[src/rtl/if_fetch_pkg.sv]
// Shared widths, constants and state encoding for the byte-serial instruction fetch unit.
package if_fetch_pkg;

    localparam int AddrLen = 32;
    localparam int InstLen = 32;
    localparam int ByteLen = 8;

    localparam logic [AddrLen-1:0] ZeroWord = '0;

    typedef enum logic {
        FETCH = 1'b0,
        HOLD  = 1'b1
    } fetch_state_t;

endpackage

[src/rtl/if_fetch.sv]
// Instruction fetch front end: owns the PC, assembles 32-bit instructions from a byte-wide
// synchronous memory (little-endian) and hands them to IF/ID over a valid/ready handshake.
module if_fetch
    import if_fetch_pkg::*;
#(
    parameter logic [AddrLen-1:0] RESET_PC = 32'h0000_0000
) (
    input  logic               clk_in,
    input  logic               rst_in,
    input  logic [ByteLen-1:0] mem_din_i,
    output logic [AddrLen-1:0] mem_a_o,
    output logic               mem_rd_o,
    input  logic               inst_ready_i,
    output logic               inst_valid_o,
    output logic [InstLen-1:0] inst_o,
    output logic [AddrLen-1:0] pc_o,
    input  logic               jump_i,
    input  logic [AddrLen-1:0] jump_addr_i
);

    fetch_state_t   state;
    logic [2:0]     issue_cnt;
    logic           pending;
    logic [1:0]     rx_idx;
    logic [AddrLen-1:0] pc;
    logic [23:0]    low_bytes;
    logic           reading;

    // Bytes are requested in the first four cycles of a fetch; the memory port is idle while
    // reset is asserted so nothing reaches the memory before the PC is known.
    always_comb begin
        reading  = (state == FETCH) && !issue_cnt[2];
        mem_rd_o = reading && !rst_in;
        mem_a_o  = mem_rd_o ? (pc + {{(AddrLen-3){1'b0}}, issue_cnt}) : ZeroWord;
    end

    always_ff @(posedge clk_in) begin
        if (rst_in) begin
            state        <= FETCH;
            issue_cnt    <= 3'd0;
            pending      <= 1'b0;
            rx_idx       <= 2'd0;
            pc           <= RESET_PC;
            low_bytes    <= 24'h0;
            inst_valid_o <= 1'b0;
            inst_o       <= '0;
            pc_o         <= ZeroWord;
        end else if (jump_i) begin
            // A redirect abandons whatever is in flight; clearing pending drops the stale byte.
            state        <= FETCH;
            issue_cnt    <= 3'd0;
            pending      <= 1'b0;
            pc           <= jump_addr_i & ~32'h3;
            inst_valid_o <= 1'b0;
        end else begin
            pending <= reading;
            rx_idx  <= issue_cnt[1:0];

            if (pending) begin
                case (rx_idx)
                    2'd0:    low_bytes[7:0]   <= mem_din_i;
                    2'd1:    low_bytes[15:8]  <= mem_din_i;
                    2'd2:    low_bytes[23:16] <= mem_din_i;
                    default: ;
                endcase
            end

            case (state)
                FETCH: begin
                    if (issue_cnt == 3'd4) begin
                        // The top byte is arriving now, so it goes straight into the output word.
                        state        <= HOLD;
                        issue_cnt    <= 3'd0;
                        inst_valid_o <= 1'b1;
                        inst_o       <= {mem_din_i, low_bytes};
                        pc_o         <= pc;
                    end else begin
                        issue_cnt <= issue_cnt + 3'd1;
                    end
                end
                HOLD: begin
                    if (inst_ready_i) begin
                        state        <= FETCH;
                        inst_valid_o <= 1'b0;
                        pc           <= pc + 32'd4;
                    end
                end
                default: state <= FETCH;
            endcase
        end
    end

endmodule
[config.mk]
export PLATFORM = sky130hd
export DESIGN_NAME = if_fetch
export DESIGN_NICKNAME = d
export VERILOG_FILES = /design/src/rtl/if_fetch_pkg.sv /design/src/rtl/if_fetch.sv
export SDC_FILE = /design/constraint.sdc
export NUM_CORES = 1
export LEC_CHECK = 0
export ABC_CLOCK_PERIOD_IN_PS = 3500
export BUFFER_PORTS_ARGS = -buffer_cell sky130_fd_sc_hd__buf_2
export CAP_MARGIN = 15
export CORE_ASPECT_RATIO = 0.5
export CORE_MARGIN = 1.5
export CORE_UTILIZATION = 55
export CTS_BUF_LIST = sky130_fd_sc_hd__clkbuf_4
export DETAILED_ROUTE_END_ITERATION = 8
export PLACE_DENSITY = 0.79
export SLEW_MARGIN = 20
export SYNTH_ARGS = -nofsm -noshare
export SYNTH_HDL_FRONTEND = slang
export SYNTH_SLANG_ARGS = --single-unit
[constraint.sdc]
create_clock -name clk_in -period 3.5 [get_ports clk_in]
set_input_delay 0.525 -clock clk_in [delete_from_list [all_inputs] [get_ports clk_in]]
set_output_delay 0.525 -clock clk_in [all_outputs]
set_load 0.005 [all_outputs]
### Word level (Yosys, flattened, before mapping)

Index checks and enable logic that the tools add are counted.

* add/subtract/negate cells: 3
* equality and inequality tests: 5
* muxes and demuxes: 11
* bitwise logic cells: 2
* reductions and logical operators: 15

Operator list (number)
* two-way mux 32 bit: 4
* adder 32 x 3 -> 32 bit: 1
* adder 32 x 3 -> 32 bit (second input constant): 1
* AND reduction 3 bit: 4
* AND reduction 2 bit: 3
* two-way mux 1 bit: 4
* case mux 1 bit (2 select lines): 2
* nonzero test 2 bit: 2
* adder 3 x 1 -> 3 bit (second input constant): 1
* == test 3 bit (second input constant): 1
* two-way mux 3 bit: 1
* == test 2 x 1 -> 1 bit (second input constant): 1
* == test 2 bit (second input constant): 1
* logical AND 1 bit: 2
* logical NOT 1 bit: 2
* logical NOT 2 bit: 1
* inequality test 2 x 1 -> 1 bit (second input constant): 1
* inequality test 2 bit (second input constant): 1
* NOT 1 bit: 2
* OR reduction 2 bit: 1

* flip-flop bits (word level): 128

### Longest topological paths before layout

Gate-level depths: netlist of run 1.

* word-level depth: 4
* mapped depth: 8
* mapped depth without buffers: 6

### Least setup slack after synthesis of run 1

Ideal clock, no wire load.

* path kind: register to output
* from: reg pc[2]
* to: out mem_a_o[20]
* arrival time: 2.097 ns
* setup slack: 0.878 ns
* stages on the path, launching flop included: 8
* buffers on the path: 1
* path through: dfxtp_1 > ha_1 > ha_1 > nand3_1 > or3_1 > clkbuf_1 > or3_1 > a21oi_1

* longest elaborated chain between the ends: 2

RTL lines
* start, declared: RTL line if_fetch.sv:25 `logic [AddrLen-1:0] pc;`
* start signal, assigned: RTL line if_fetch.sv:53 `pc <= jump_addr_i & ~32'h3;`
* start signal, assigned: RTL line if_fetch.sv:85 `pc <= pc + 32'd4;`
* adder 32 x 3 -> 32 bit: RTL line if_fetch.sv:34 `mem_a_o = mem_rd_o ? (pc + {{(AddrLen-3){1'b0}}, issue_cnt}) : ZeroWord;`
* two-way mux 32 bit: RTL line if_fetch.sv:34
* end, declared: RTL line if_fetch.sv:11 `output logic [AddrLen-1:0] mem_a_o,`

Every way passes these cells.

### Worst setup path after layout of run 1

* from: reg pc[5]
* to: out mem_a_o[31]

The elaborated chain is that of the path after synthesis.

==> metrics.cfg, run 1 <==
[run_status]
outcome=complete, no violations

[floorplanning]
core_region_area_um2=10200
io_pins=142
fp-row-count=26
initial_utilization_pct=56.9
die_area_um2=11300
die-width_um=149
die_height_um=75.8

[clock_tree]
numCtsBuffers=17
clk_pin_slew_worst_paths_ps=120
cts_root_buf=clkbuf_4
clock_sinks=124
clock_latency_ps=520
cts_buffer_depth=2
htree_levels=4
cts_tree=built

[worst_setup_path]
reg2reg_depth=4
rrSetupSlack_ps=830
rr_startpoint=state
critPathMaxFanout=15
end_kind=output pin
critPathArrivalTime_ps=2780
r2r-end=pc[29]
cp_data_required_time_ps=2970
worstSetupPathType=reg -> out
cp-start-kind=flip-flop

[timing]
setup_viol=0
fin_crit_ps=3300
worst_pin_slew_ps=914
clock_skew_ps=23.4
layout_setup_ws_ps=197
fmax_ghz=0.303
grt_setup_unrepaired=false
min_period_over_period_pct=94.4
max_slew_margin_pct=38.6
slew_violations=0
setup_tns_ps=0
finalHoldViolations=0

[pwr]
powerDensity_nw_per_um2=405
leakagePower_nw=2.60
vdd_drop_max_v=0.000282

[place]
port_buffers=137
place_area_um2=6480
routabilityCongestion=0.863
pre_cts_ws_ps=646
dp_hpwl_mm=10.4

[route]
routed_wl_mm=15.4
via_per_inst=5.66
drt_iter0_drc=389
drtPass1Iterations=7
route.vias.total=5705
remaining_drc_errors=0
ant_nets=0
wl_per_cell_um=15.3

[synthesis]
ys_seq_area_share_pct=42.6
ys_seq_elements=124
synth_edf_count=0
synth_top_area_share_pct=42.6
synth_largest_area_cell=dfxtp_1
avgSynthCellArea_um2=7.74
synthTopCellsByArea=dfxtp_1, nand2_1, a21oi_1, nor2_1, mux2i_1
synth_flop_cell=dfxtp_1
ys.warnings.count=0
syn_area_um2=5830
ys_async_sr_fraction_pct=0
synth.distinct_cells=51
synth_cells=753

[final_layout]
drive_gt1_share_pct=23.2
nFillCells=908
antenna_cells=0
area_growth_pct=16.9
fin_nets=904
design_area_um2=6810

[worst_hold_path]
hold_path.class=in -> reg
whs_path_depth=2
hold_start=jump_addr_i[4]
hold_end=pc[4]

[global_routing]
grt_use_total_pct=27.3
grt_max_degree=74
grt_pass1_wl_mm=23.9
grt_overflow=0
grt_pass1_vias=4896
antenna_found_initial=0

[job]
drv_cap=0

## sequential cells by signal, indices dropped and copies added (netlist names), 2 cells and up
register,count
pc,30
inst_o,32
low_bytes,24
rx_idx,2
pc_o,30
issue_cnt,3
## power by group
part	switching (mW)	total (mW)	leakage, nW	internal, mW
Combinational	0.111	0.190	1.43	0.0795
Sequential	0.0566	1.50	1.01	1.44
Clock	0.621	1.07	0.154	0.448
## layout by cell type, fill, tap and decap left out, types with 9 or more instances in the layout
cell type / instances
nand2_1: 165
buf_2: 136
dfxtp_1: 121
a21oi_1: 97
nor2_1: 60
o21ai_0: 22
or3_1: 21
mux2i_1: 18
or4_1: 17
clkbuf_4: 17
xnor2_1: 15
buf_4: 15
nand4_1: 13
a311oi_1: 13
nand3_1: 12
o31ai_1: 12
nor3_1: 11
nor4_1: 9
## cell type report
cell class                      count  area (µm²)  area share [%]
Multi-Input combinational cell    553        3020            44.4
Sequential cell                   124        2490            36.5
Timing Repair Buffer              151         793            11.6
Clock inverter                     15         175            2.57
Tap cell                          140         175            2.57
Clock buffer                       17         128            1.87
Inverter                            8        30.0           0.441
## through the flow
| step | hold WS, ps | total power, mW | instances | util, % |
|---|---|---|---|---|
| 4_1_cts | 214 | 2.77 | 1006 | 66.2 |
| 3_3_place_gp | 438 | 1.71 | 974 | 63.2 |
| 3_5_place_dp | 443 | 1.71 | 974 | 63.2 |
| 2_1_floorplan | 431 | 1.64 | 754 | - |
| 5_1_grt | 205 | 2.87 | 1008 | 66.5 |
| 6_report | 247 | 2.76 | 1008 | 66.5 |
## per-layer routing
| metal | wire length, µm | up-vias | track usage [%] |
|---|---|---|---|
| li1 | - | 2827 | - |
| met2 | 7060 | 214 | 43.9 |
| met4 | 165 | 0 | 10.8 |
| met5 | 0 | - | 0 |
| met1 | 6870 | 2642 | 36.2 |
| met3 | 1300 | 22 | 6.47 |
## worst max path at each step
stage,startpoint,to,slack (ps),cells past startpoint
final,pc[5],mem_a_o[31],200,5
after global routing,pc[2],mem_a_o[28],1,7
after CTS,pc[6],mem_a_o[31],40,5
after detailed placement,pc[2],mem_a_o[30],650,7
after global placement,pc[2],mem_a_o[24],680,7
after floorplan,pc[2],mem_a_o[20],880,7
## repair_timing
| action | in CTS | in global routing |
|---|---|---|
| gates resized for setup | 0 | 4 |
| setup buffers | 0 | 2 |
| endpoints found under the setup margin | 0 | 9 |
| hold buffers | 0 | 0 |
## worst max-delay path, stage by stage (launching register included)
cell	delay (ps)
dfxtp_1	540
nand4_2	280
or3_2	650
or4_1	510
a21oi_1	150
buf_2	130
## kinds of logic after synthesis
logic type	synth area share, %
AOI/OAI and AO/OA	16.3
xor gates and xnor gates	3.16
adders and majority gates	1.07
buffers and inverters	5.84
DFF	42.6
muxes	3.09
other	0.0643
and+or+nand+nor	27.8
## Yosys cell counts, types with 7 or more instances
cell / instances
a211oi_1: 8
a21oi_1: 97
a311oi_1: 13
and3_1: 7
buf_2: 9
clkbuf_1: 44
dfxtp_1: 124
inv_1: 8
mux2i_1: 18
nand2_1: 165
nand3_1: 12
nand4_1: 13
nor2_1: 60
nor3_1: 12
nor4_1: 9
o21ai_0: 22
o31ai_1: 12
or3_1: 23
or4_1: 17
xnor2_1: 15
Power figures use the tool's default switching activity.
==> inputs of run 2 (changes only) <==
--- a/config.mk
+++ b/config.mk
@@ -13,6 +13,7 @@
 export CORE_UTILIZATION = 55
 export CTS_BUF_LIST = sky130_fd_sc_hd__clkbuf_4
 export DETAILED_ROUTE_END_ITERATION = 8
+export MAX_ROUTING_LAYER = met4
 export PLACE_DENSITY = 0.79
 export SLEW_MARGIN = 20
 export SYNTH_ARGS = -nofsm -noshare
==> run 2 against run 1 <==
Worst setup slack got worse by 16 ps. Fmax fell by 0.49%. Clock skew shrank 3.5 ps. Register-to-register slack worse by 20 ps. Via count increased by 0.18%. Critical path depth rose by 2. Critical endpoint is now mem_a_o[28]. Combinational power is essentially flat. Cell count did not move. Sequential share of layout area did not move. Largest power group unchanged.
==> metrics.cfg, run 2 (synthesis results as in run 1) <==
[route]
ant_nets=0
remaining_drc_errors=0
wl_per_cell_um=15.3
drt_iter0_drc=389
drtPass1Iterations=5
routed_wl_mm=15.5
route.vias.total=5715
via_per_inst=5.67

[timing]
setup_viol=0
finalHoldViolations=0
fin_crit_ps=3320
min_period_over_period_pct=94.8
worst_pin_slew_ps=900
max_slew_margin_pct=39.6
clock_skew_ps=19.9
slew_violations=0
grt_setup_unrepaired=false
fmax_ghz=0.301
setup_tns_ps=0
layout_setup_ws_ps=181

[place]
placedCellCount=974
dp_hpwl_mm=10.4
pre_cts_ws_ps=646
routabilityCongestion=0.877
port_buffers=137

[worst_setup_path]
rr_startpoint=state
crit_chain=ha_1 > ha_1 > nand3_1 > or3_4 > or4_1 > a21oi_1 > buf_2
crit_path_top_delay_cell=or3_4
critPathMaxFanout=13
end_kind=output pin
cpPeakStageDelay_ps=490
path_common_cell=ha_1
worstSetupPathType=reg -> out
critPathArrivalTime_ps=2790
cp_top_family=simple AND/OR/NAND/NOR gates
cp_num_buf_inv=1
cp_data_required_time_ps=2970
startpoint=pc[2]
cp-start-kind=flip-flop

[floorplanning]
initial_utilization_pct=56.9
die_height_um=75.8
io_pins=142
die-width_um=149
die_area_um2=11300
core_region_area_um2=10200
fp-row-count=26

[run_status]
outcome=complete, no violations

[final_layout]
reg_top3=inst_o (32), pc (30), pc_o (30)
largest_reg_flops=32
area_growth_pct=16.9
drive_gt1_share_pct=23.2
register_area_um2=2490
instances_no_fill=1008
antenna_cells=0
nFillCells=908
fin_nets=904
multi_input_comb_area_um2=3020
final_cell_mix=nand2_1, buf_2, dfxtp_1
top_register=inst_o
final_common_cell=nand2_1

[global_routing]
grt_use_total_pct=28.2
grt_overflow=0
grt_pass1_wl_mm=23.9
grt_max_degree=74
antenna_found_initial=0
grt_pass1_vias=4903

[pwr]
finalPower_mw=2.76
powerDensity_nw_per_um2=405
vdd_drop_max_v=0.000278
leakagePower_nw=2.60

[clock_tree]
htree_levels=4
cts_root_buf=clkbuf_4
clock_sinks=124
numCtsBuffers=17
clock_latency_ps=530
cts_buffer_depth=2
cts_tree=built
clk_pin_slew_worst_paths_ps=110

[worst_hold_path]
hold_path.class=in -> reg
hold_start=jump_addr_i[4]

[job]
drv_cap=0

-- run 2: cell type report --
| class | count | area share [%] |
|---|---|---|
| multi-input cells | 553 | 44.4 |
| flip-flops and latches | 124 | 36.5 |
| repair buffers | 151 | 11.6 |
| clock inverters | 15 | 2.57 |
| well taps | 140 | 2.57 |
| clock buffers | 17 | 1.87 |
| inverters | 8 | 0.441 |
-- run 2: per-layer routing --
metal / global-route usage, % / wire length, µm / vias up
met5: - / 0 / -
met4: 10.9 / 162 / 0
met3: 6.05 / 1140 / 20
met2: 43.9 / 7150 / 212
met1: 36.5 / 7010 / 2667
li1: - / - / 2816
-- run 2: worst paths after layout --
kind	to	slack, ps	depth (start not counted)
worst min register to register	inst_o[6]	460	2
worst max register to register	pc[29]	810	4
worst max-delay path	mem_a_o[28]	180	7
worst min-delay path	pc[4]	240	2
-- run 2: timing repair --
action,in CTS,in global routing
setup buffers,0,2
hold buffers,0,0
endpoints found under the setup margin,0,9
gates resized for setup,0,4
-- run 2: power breakdown --
group          switching [mW]  total (mW)  internal (mW)
sequential             0.0568        1.50           1.44
clock                   0.621        1.07          0.448
combinational           0.111       0.190         0.0796
-- run 2: through the flow --
step / hold WS (ps) / utilization [%] / cell area, µm²
6_report: 238 / 66.5 / 6810
5_1_grt: 205 / 66.5 / 6810
4_1_cts: 214 / 66.2 / 6780
3_5_place_dp: 443 / 63.2 / 6480
3_3_place_gp: 438 / 63.2 / 6480
2_1_floorplan: 431 / - / 5830
==> inputs of run 3 (changes only) <==
--- a/config.mk
+++ b/config.mk
@@ -10,11 +10,11 @@
 export CAP_MARGIN = 15
 export CORE_ASPECT_RATIO = 0.5
 export CORE_MARGIN = 1.5
-export CORE_UTILIZATION = 55
-export CTS_BUF_LIST = sky130_fd_sc_hd__clkbuf_4
+export CORE_UTILIZATION = 54
 export DETAILED_ROUTE_END_ITERATION = 8
 export MAX_ROUTING_LAYER = met4
-export PLACE_DENSITY = 0.79
+export PLACE_DENSITY = 0.78
+export RECOVER_POWER = 25
 export SLEW_MARGIN = 20
 export SYNTH_ARGS = -nofsm -noshare
 export SYNTH_HDL_FRONTEND = slang
==> run 3 against run 2 <==
The flow now finishes with violations (capacitance limit, slew limit). First-iteration DRC count shrank 8.7%. Core utilization up 1.6 points. Cell count unchanged. Non-clock buffer count did not move. Worst hold slack improved by 110 ps. Register-to-register slack got worse by 70 ps. Power up 23%. Sequential cell count unchanged. Sequential power is essentially flat. Wire length is 3.2% higher. Fmax down 1.0%. Design area rose by 3.4%. Largest cell class unchanged. Highest routed layer unchanged.
==> metrics.cfg, run 3 (synthesis results as in run 1) <==
[worst_setup_path]
critPathMaxFanout=13
worstSetupPathType=reg -> out
cpPeakStageDelay_ps=580
crit_chain=ha_1 > ha_1 > nand3_1 > or3_1 > or4_1 > a21oi_1 > buf_2
reg2reg_depth=4
end_kind=output pin
crit_path_top_delay_cell=or3_1
path_common_cell=ha_1
rr_startpoint=state
cp-start-kind=flip-flop
cp_data_required_time_ps=2970
rrSetupSlack_ps=740
critPathArrivalTime_ps=2830
r2r-end=pc[31]

[route]
via_per_inst=5.78
drtPass1Iterations=5
drt_iter0_drc=355
remaining_drc_errors=0
ant_nets=0
route.vias.total=5826
routed_wl_mm=16.0
wl_per_cell_um=15.8

[timing]
slew_violations=63
hold_slack_ps=345
max_slew_margin_pct=-69.7
fmax_ghz=0.298
worst_pin_slew_ps=2540
finalHoldViolations=0
setup_tns_ps=0
fin_crit_ps=3350
min_period_over_period_pct=95.8
grt_setup_unrepaired=false
layout_setup_ws_ps=146
clock_skew_ps=8.89
setup_viol=0

[final_layout]
nFillCells=911
multi_input_comb_area_um2=3020
final_util_pct=68.1
reg_top3=inst_o (32), pc (30), pc_o (30)
largest_reg_flops=32
antenna_cells=0
top_register=inst_o
register_area_um2=2480
design_area_um2=7050
instances_no_fill=1008
drive_gt1_share_pct=20.0
final_common_cell=nand2_1
fin_nets=904
final_cell_mix=nand2_1, dfxtp_1, buf_2
area_growth_pct=20.9

[global_routing]
grt_pass1_wl_mm=25.8
grt_pass1_vias=5292
grt_overflow=0
grt_max_degree=63
antenna_found_initial=0
grt_use_total_pct=29.0

[pwr]
powerDensity_nw_per_um2=483
leakagePower_nw=2.63
finalPower_mw=3.41
vdd_drop_max_v=0.000357

[floorplanning]
core_region_area_um2=10300
die_area_um2=11500
die-width_um=150
io_pins=142
initial_utilization_pct=56.3
die_height_um=76.5
fp-row-count=26

[place]
place_area_um2=6500
port_buffers=137
placedCellCount=976
routabilityCongestion=0.884
dp_hpwl_mm=10.7
pre_cts_ws_ps=633

[worst_hold_path]
hold_end=pc[4]
whs_path_depth=2
hold_start=jump_addr_i[4]
hold_path.class=in -> reg

[run_status]
violations=capacitance limit, slew limit
outcome=finished, violations left

[clock_tree]
cts_tree=built
clk_pin_slew_worst_paths_ps=60
cts.repair.resized=0
cts_buffer_depth=2
htree_levels=4
postCtsSetupBuffers=0
cts_root_buf=clkbuf_16
clock_sinks=124
postCtsHoldBufs=0
clock_latency_ps=410
numCtsBuffers=17

[job]
drv_cap=1

[run 3: critical path, delay by kind of cell, from the launching register on]
| kind | cells | cell delay, ps |
|---|---|---|
| buffers and inverters | 1 | 140 |
| AOI/OAI and AO/OA | 1 | 190 |
| DFF | 1 | 450 |
| adders and majority gates | 2 | 420 |
| and+or+nand+nor | 3 | 1220 |
[run 3: how the worst max path moves through the flow]
stage | startpoint | end | slack [ps] | cells past startpoint
6_report | pc[2] | mem_a_o[30] | 150 | 7
5_1_grt | pc[2] | mem_a_o[24] | 8 | 7
4_1_cts | pc[2] | mem_a_o[24] | 200 | 7
3_5_place_dp | pc[2] | mem_a_o[30] | 630 | 7
3_3_place_gp | pc[2] | mem_a_o[24] | 690 | 7
2_1_floorplan | pc[2] | mem_a_o[20] | 880 | 7
[run 3: routing by layer]
metal	vias up	GRT usage [%]	part of all wire, %
li1	2821	-	-
met1	2731	38.3	44
met2	239	44.1	47
met3	35	5.51	7.4
met4	0	10.8	2.0
met5	-	-	0
[run 3: layout make-up]
cell class	count	share of cell area [%]
multi-input cells	553	42.9
clock inverters	14	2.10
repair buffers	151	10.8
inverters	8	0.426
clock buffers	18	6.09
flip-flops and latches	124	35.2
well taps	140	2.49
[run 3: where the power goes]
part | total (mW) | leakage [nW] | switching (mW) | internal (mW)
Clock | 1.71 | 0.281 | 0.707 | 1.00
Combinational | 0.195 | 1.34 | 0.115 | 0.0802
Sequential | 1.50 | 1.01 | 0.0578 | 1.44
Total | 3.41 | 2.63 | 0.880 | 2.53
